**config.mk**
```make
export PLATFORM = sky130hd
export DESIGN_NAME = mux16_rr_arbiter_flat
export DESIGN_NICKNAME = d
export VERILOG_FILES = /design/src/rtl/mux16_arb_pkg.sv /design/src/rtl/mux16_rr_arbiter_if.sv /design/src/rtl/mux16_rr_arbiter_pick.sv /design/src/rtl/mux16_rr_arbiter.sv /design/src/flat_wrapper.sv
export SDC_FILE = /design/constraint.sdc
export NUM_CORES = 1
export LEC_CHECK = 0
export ABC_AREA = 1
export BUFFER_PORTS_ARGS = -buffer_cell sky130_fd_sc_hd__buf_4
export CAP_MARGIN = 10
export CORE_ASPECT_RATIO = 1.5
export CORE_MARGIN = 2
export CORE_UTILIZATION = 54
export DETAILED_ROUTE_END_ITERATION = 8
export HOLD_SLACK_MARGIN = 0.06
export PLACE_DENSITY = 0.91
export SKIP_LAST_GASP = 1
export SYNTH_ARGS = -nofsm -noshare
export SYNTH_HDL_FRONTEND = slang
export SYNTH_SLANG_ARGS = --single-unit
```
**constraint.sdc**
```tcl
create_clock -name clk -period 3.65 [get_ports clk]
set_clock_uncertainty 0.2 [all_clocks]
set_input_delay 0.365 -clock clk [delete_from_list [all_inputs] [get_ports clk]]
set_output_delay 0.365 -clock clk [all_outputs]
set_load 0.05 [all_outputs]
```
**src/rtl/mux16_arb_pkg.sv**
```systemverilog
// mux16_arb_pkg: shared widths and FSM state encoding for the 16-way round-robin mux arbiter
package mux16_arb_pkg;
  localparam int NUM_REQ = 16;
  localparam int SEL_W = 4;
  localparam int HOLD_W = 8;
  typedef enum logic [1:0] {ST_IDLE, ST_GRANT, ST_GAP} arb_state_t;
endpackage

```
**src/rtl/mux16_rr_arbiter_if.sv**
```systemverilog
// mux16_rr_arbiter_if: requester/consumer bus of the arbiter
//   req, data_in : per-channel request level and data bit (driven by master)
//   gnt, sel     : one-hot grant and held 4-bit select (driven by slave)
//   data_o       : registered data_in[sel]
//   busy, tmo_o  : grant active, forced-release pulse
interface mux16_rr_arbiter_if;
  import mux16_arb_pkg::*;
  logic [NUM_REQ-1:0] req;
  logic [NUM_REQ-1:0] data_in;
  logic [NUM_REQ-1:0] gnt;
  logic [SEL_W-1:0] sel;
  logic data_o;
  logic busy;
  logic tmo_o;
  modport master (output req, data_in, input gnt, sel, data_o, busy, tmo_o);
  modport slave (input req, data_in, output gnt, sel, data_o, busy, tmo_o);
endinterface

```
**src/rtl/mux16_rr_arbiter_pick.sv**
```systemverilog
// rr_pick16: combinational round-robin pick of the first set req bit starting at ptr
//   req : request vector    ptr : highest-priority index
//   idx : chosen index      any : some request is set
module rr_pick16
  import mux16_arb_pkg::*;
(
  input  logic [NUM_REQ-1:0] req,
  input  logic [SEL_W-1:0]   ptr,
  output logic [SEL_W-1:0]   idx,
  output logic               any
);
  logic [NUM_REQ-1:0] rot;
  logic [SEL_W-1:0] k;
  // rotate so ptr lands at bit 0, take the lowest set bit, then undo the rotation
  always_comb begin
    rot = NUM_REQ'({req, req} >> ptr);
    k = '0;
    for (int i = NUM_REQ - 1; i >= 0; i--) k = rot[i] ? SEL_W'(i) : k;
    idx = k + ptr;
    any = |req;
  end
endmodule

```
**src/rtl/mux16_rr_arbiter.sv**
```systemverilog
// mux16_rr_arbiter: round-robin arbiter owning a 16:1 bit-select mux with registered output
//   clk   : rising-edge clock
//   rst_n : asynchronous active-low reset
//   b     : mux16_rr_arbiter_if.slave (req, data_in in; gnt, sel, data_o, busy, tmo_o out)
//   Optional macro MUX16_ARB_TIMEOUT_EN: forces release after MAX_HOLD grant cycles.
module mux16_rr_arbiter
  import mux16_arb_pkg::*;
#(
  parameter int MAX_HOLD = 8
) (
  input logic clk,
  input logic rst_n,
  mux16_rr_arbiter_if.slave b
);
  if (MAX_HOLD < 1 || MAX_HOLD > (1 << HOLD_W) - 1) begin : g_bad_hold
    $error("MAX_HOLD out of range");
  end
  arb_state_t state, nxt;
  logic [SEL_W-1:0] sel, ptr, idx;
  logic any, data_q, tmo, hold_hit;
  rr_pick16 u_pick (.req(b.req), .ptr(ptr), .idx(idx), .any(any));
`ifdef MUX16_ARB_TIMEOUT_EN
  logic [HOLD_W-1:0] hold_cnt;
  always_ff @(posedge clk or negedge rst_n)
    if (!rst_n) hold_cnt <= '0;
    else hold_cnt <= state == ST_GRANT ? hold_cnt + 1'b1 : '0;
  assign hold_hit = hold_cnt == HOLD_W'(MAX_HOLD - 1);
`else
  assign hold_hit = 1'b0;
`endif
  always_ff @(posedge clk or negedge rst_n)
    if (!rst_n) state <= ST_IDLE;
    else state <= nxt;
  // GAP and the unused code both fall back to IDLE
  always_comb
    nxt = state == ST_IDLE  ? (any ? ST_GRANT : ST_IDLE) :
          state == ST_GRANT ? ((!b.req[sel] || hold_hit) ? ST_GAP : ST_GRANT) :
          ST_IDLE;
  always_ff @(posedge clk or negedge rst_n)
    if (!rst_n) begin
      sel <= '0;
      ptr <= '0;
      data_q <= 1'b0;
      tmo <= 1'b0;
    end else begin
      if (state == ST_IDLE && any) sel <= idx;
      if (state == ST_GRANT) data_q <= b.data_in[sel];
      if (state == ST_GRANT && nxt == ST_GAP) ptr <= sel + 1'b1;
      // a release on the timeout edge counts as normal, so only flag when req is still held
      tmo <= state == ST_GRANT && b.req[sel] && hold_hit;
    end
  always_comb begin
    b.busy = state == ST_GRANT;
    b.gnt = state == ST_GRANT ? NUM_REQ'(1) << sel : '0;
  end
  assign b.sel = sel;
  assign b.data_o = data_q;
  assign b.tmo_o = tmo;
endmodule
```
**src/flat_wrapper.sv**
```systemverilog
// flat-port wrapper written by rule: the top's interface ports become plain ports
module mux16_rr_arbiter_flat import mux16_arb_pkg::*;
#(
  parameter int MAX_HOLD = 8
)
  (clk, rst_n, b_req, b_data_in, b_gnt, b_sel, b_data_o, b_busy, b_tmo_o);
  mux16_rr_arbiter_if b_i ();
  input logic clk;
  input logic rst_n;
  input wire logic [$bits(b_i.req)-1:0] b_req;
  input wire logic [$bits(b_i.data_in)-1:0] b_data_in;
  output wire logic [$bits(b_i.gnt)-1:0] b_gnt;
  output wire logic [$bits(b_i.sel)-1:0] b_sel;
  output wire logic [$bits(b_i.data_o)-1:0] b_data_o;
  output wire logic [$bits(b_i.busy)-1:0] b_busy;
  output wire logic [$bits(b_i.tmo_o)-1:0] b_tmo_o;
  assign b_i.req = b_req;
  assign b_i.data_in = b_data_in;
  assign b_gnt = b_i.gnt;
  assign b_sel = b_i.sel;
  assign b_data_o = b_i.data_o;
  assign b_busy = b_i.busy;
  assign b_tmo_o = b_i.tmo_o;
  mux16_rr_arbiter #(.MAX_HOLD(MAX_HOLD)) u_core (.clk(clk), .rst_n(rst_n), .b(b_i));
endmodule
```
==> metrics.md <==
| Metric | Value |
|---|---|
| Area contributors post-synth | nand2_1, nand3_1, dfrtp_1, nor2_1, o21ai_0 |
| Total GRT Usage | 0.328 |
| Post-synth EDFFs | 0 |
| Ant. Diodes | 0 |
| # IOs | 57 |
| Synth Warn # | 0 |
| Fin nets | 448 |
| Post-synthesis net count | 399 |
| Initial DRC count | 139 |
| Hold Fails Final Rpt | 0 |
| Worst Path Max Fanout | 16 |
| Final Cell Area | 0.00249 mm2 |
| CTS buffer count | 3 |
| WP data arrival | 3150 ps |
| Area of the multi-input gates | 0.00154 mm2 |
| Worst rel slew slack | 0.665 |
| Initial antenna violation count | 0 |
| Avg Inst Size Synth | 5.77 um2 |
| P_leak | 1.26 nW |
| Drt wl/cell | 14.1 um |
| Placer Congestion | 0.953 |
| CP most frequent cell | nand2_1 |
| Family with the most delay on the worst path | simple AND/OR/NAND/NOR gates |
| Die H | 79.4 um |
| First-pass GRT wire length | 10.8 mm |
| Tightest Pin Transition | 500 ps |
| Post-synthesis sequential area ratio | 0.134 |
| Residual DRC | 0 |
| Yosys reg bits | 11 |
| Power consumption | 0.00261 W |
| Buffer and inverter count on the worst path | 1 |
| Area Growth Syn to Fin | 21.7% |
| TritonRoute pass-1 iters | 4 |
| RR Endpoint | u_core.b.sel[3] |
| Row count | 27 |
| Worst VDD drop | 0.869 mV |
| CTS tree | yes |
| Top FF cell, synth | dfrtp_1 |
| Grt ovf | 0 |
| Via count | 2588 |
| Req. time, crit path | 3580 ps |
| Initial Utilization | 0.561 |
| Commonest cells in the netlist | nand2_1, nand3_1, nor2_1 |
| Slew Viols, Final | 0 |
| Startpoint Class | register |
| Crit-path slowest cell | dfrtp_1 |
| CTS Buffer Depth | 2 |
| DPL Wire Length | 5.08 mm |
| DR vias/cell | 5.80 |
| Worst hold path class | in -> async |
| Pwr dens | 1050 mW/mm2 |
| CP Capture Type | register |
| Clock-pin slew on the worst setup and hold paths | 50 ps |
| CP cell instances | buf_4, nand3_1, and2_0, nand2_1, nand2_1, o21ai_1, nand2_1, nor2_1, o21ai_0, a21oi_1, ha_1, a21oi_1, nand2_1, xor2_1, or2_1, nand3_2, o21ai_2 |
| Chip width | 54.3 um |
| R2r setup slk | 430 ps |
| Vias in the first global route | 2538 |
| Yosys top cell area share | 0.174 |
| Min Tclk post-route | 3220 ps |
| Final WS setup | 427 ps |
| Synthesized cell area | 0.00205 mm2 |
| Post-synth cell types | 43 |
| Setup Slack @ Placement | 446 ps |
| Count leader, synth | nand2_1 |
| Kind of critical path | reg -> reg |
| Slowest Stage Delay on Critical Path | 490 ps |
| Root buf cell | clkbuf_8 |
| Synthesized netlist cell count | 355 |
| Die area | 0.00431 mm2 |
| FMAX | 310 MHz |
| Buffers on Ports | 55 |
| Placeable Area | 0.00365 mm2 |
| Synth area leader | nand2_1 |
| Register Area | 275 um2 |
| Setup TNS | 0 ps |
| Max capacitance violation total | 0 |
| Fin crit share | 0.883 |
| Worst skew pair latency | 240 ps |
| RSZ-0062 raised after global routing | false |
| Dpl cell area | 0.00244 mm2 |
| RR Startpoint | u_core.ptr[1] |
| Status | finished clean |
| H-tree depth | 1 |
| Pin count of the biggest net entering global routing | 21 |
| Final setup violation count | 0 |
| FILL cells | 327 |
| Crit path depth | 17 |
| Drt total wl | 6.30 mm |
| R2r worst-path depth | 17 |
| Post-synth ARST share | 1.00 |
| Final ANT Viol Nets | 0 |
| Layout cells sized above 1 | 0.226 |
| Clock sink count | 11 |
==> cell usage in the layout (no fill, tap or decap), drive strengths merged <==
cell           n
nand2        104
nand3         71
buf           61
nor2          43
o21ai         38
inv           24
dfrtp         11
ha             9
o22ai          5
a21oi          5
o211ai         4
nor4           4
clkbuf         4
clkinv         2
nand4          2
xor2           2
and2           1
o21a           1
a21boi         1
a31oi          1
o21bai         1
o221ai         1
mux2i          1
o311ai         1
nand3b         1
or2            1
xnor2          1
fa             1
conb           1
dlygate4sd3    1
==> logic make-up (layout without fill, tap and decap cells) <==
family                   after synthesis  in the layout  share of synthesized area
flip-flops                            11             11                      0.134
buffers and inverters                 44             92                      0.112
adder cells (fa/ha/maj)               10             10                     0.0648
other                                  1              1                    0.00183
AO/OA/AOI/OAI                         58             58                      0.169
AND/OR/NAND/NOR                      227            227                      0.499
XOR/XNOR                               3              3                     0.0128
multiplexers                           1              1                    0.00489
==> how the worst max path moves through the flow <==
stage,start,to,slack [ps]
2_1_floorplan,u_core.ptr[1],u_core.b.sel[3],790
3_3_place_gp,u_core.ptr[1],u_core.b.sel[3],480
3_5_place_dp,u_core.ptr[1],u_core.b.sel[3],450
4_1_cts,u_core.ptr[1],u_core.b.sel[3],440
5_1_grt,u_core.ptr[0],u_core.b.sel[3],30
6_report,u_core.ptr[1],u_core.b.sel[3],430
==> through the flow <==
step	hold slack [ps]	cells	util
global placement	2.66	441	0.668
finish	293	446	0.683
CTS	284	446	0.683
global route	304	446	0.683
floorplan	-131	355	-
detailed placement	4.54	441	0.668
==> cell type report <==
type,count,share of cell area
tap,43,0.0216
clock buffer,4,0.0181
timing repair buffer,62,0.188
sequential,11,0.110
inverter,26,0.0432
multi-input combinational,300,0.619
==> sequential cells by signal, summed over array words and instances, names as in the netlist <==
name,cells
u_core.ptr,4
u_core.state,2
u_core.b.sel,4
u_core.b.data_o,1
==> timing repair <==
item / 4_1_cts / 5_1_grt
resized for setup: 0 / 0
hold endpoints to repair: 11 / 0
buffers inserted: 0 / 0
hold buffers: 1 / 0
==> layer usage <==
layer / share of wire / global-route usage
met1: 0.38 / 0.359
met2: 0.52 / 0.575
met3: 0.052 / 0.0412
met4: 0.053 / 0.185
met5: 0 / 0
==> power by group <==
| group | internal (W) | switching (W) | leakage (nW) | total (W) |
|---|---|---|---|---|
| Clock | 0.0000770 | 0.0000490 | 0.0228 | 0.000126 |
| Sequential | 0.000183 | 0.0000845 | 0.137 | 0.000268 |
| Combinational | 0.000735 | 0.00148 | 1.10 | 0.00222 |
No activity file was read; power rests on OpenSTA's default activity.
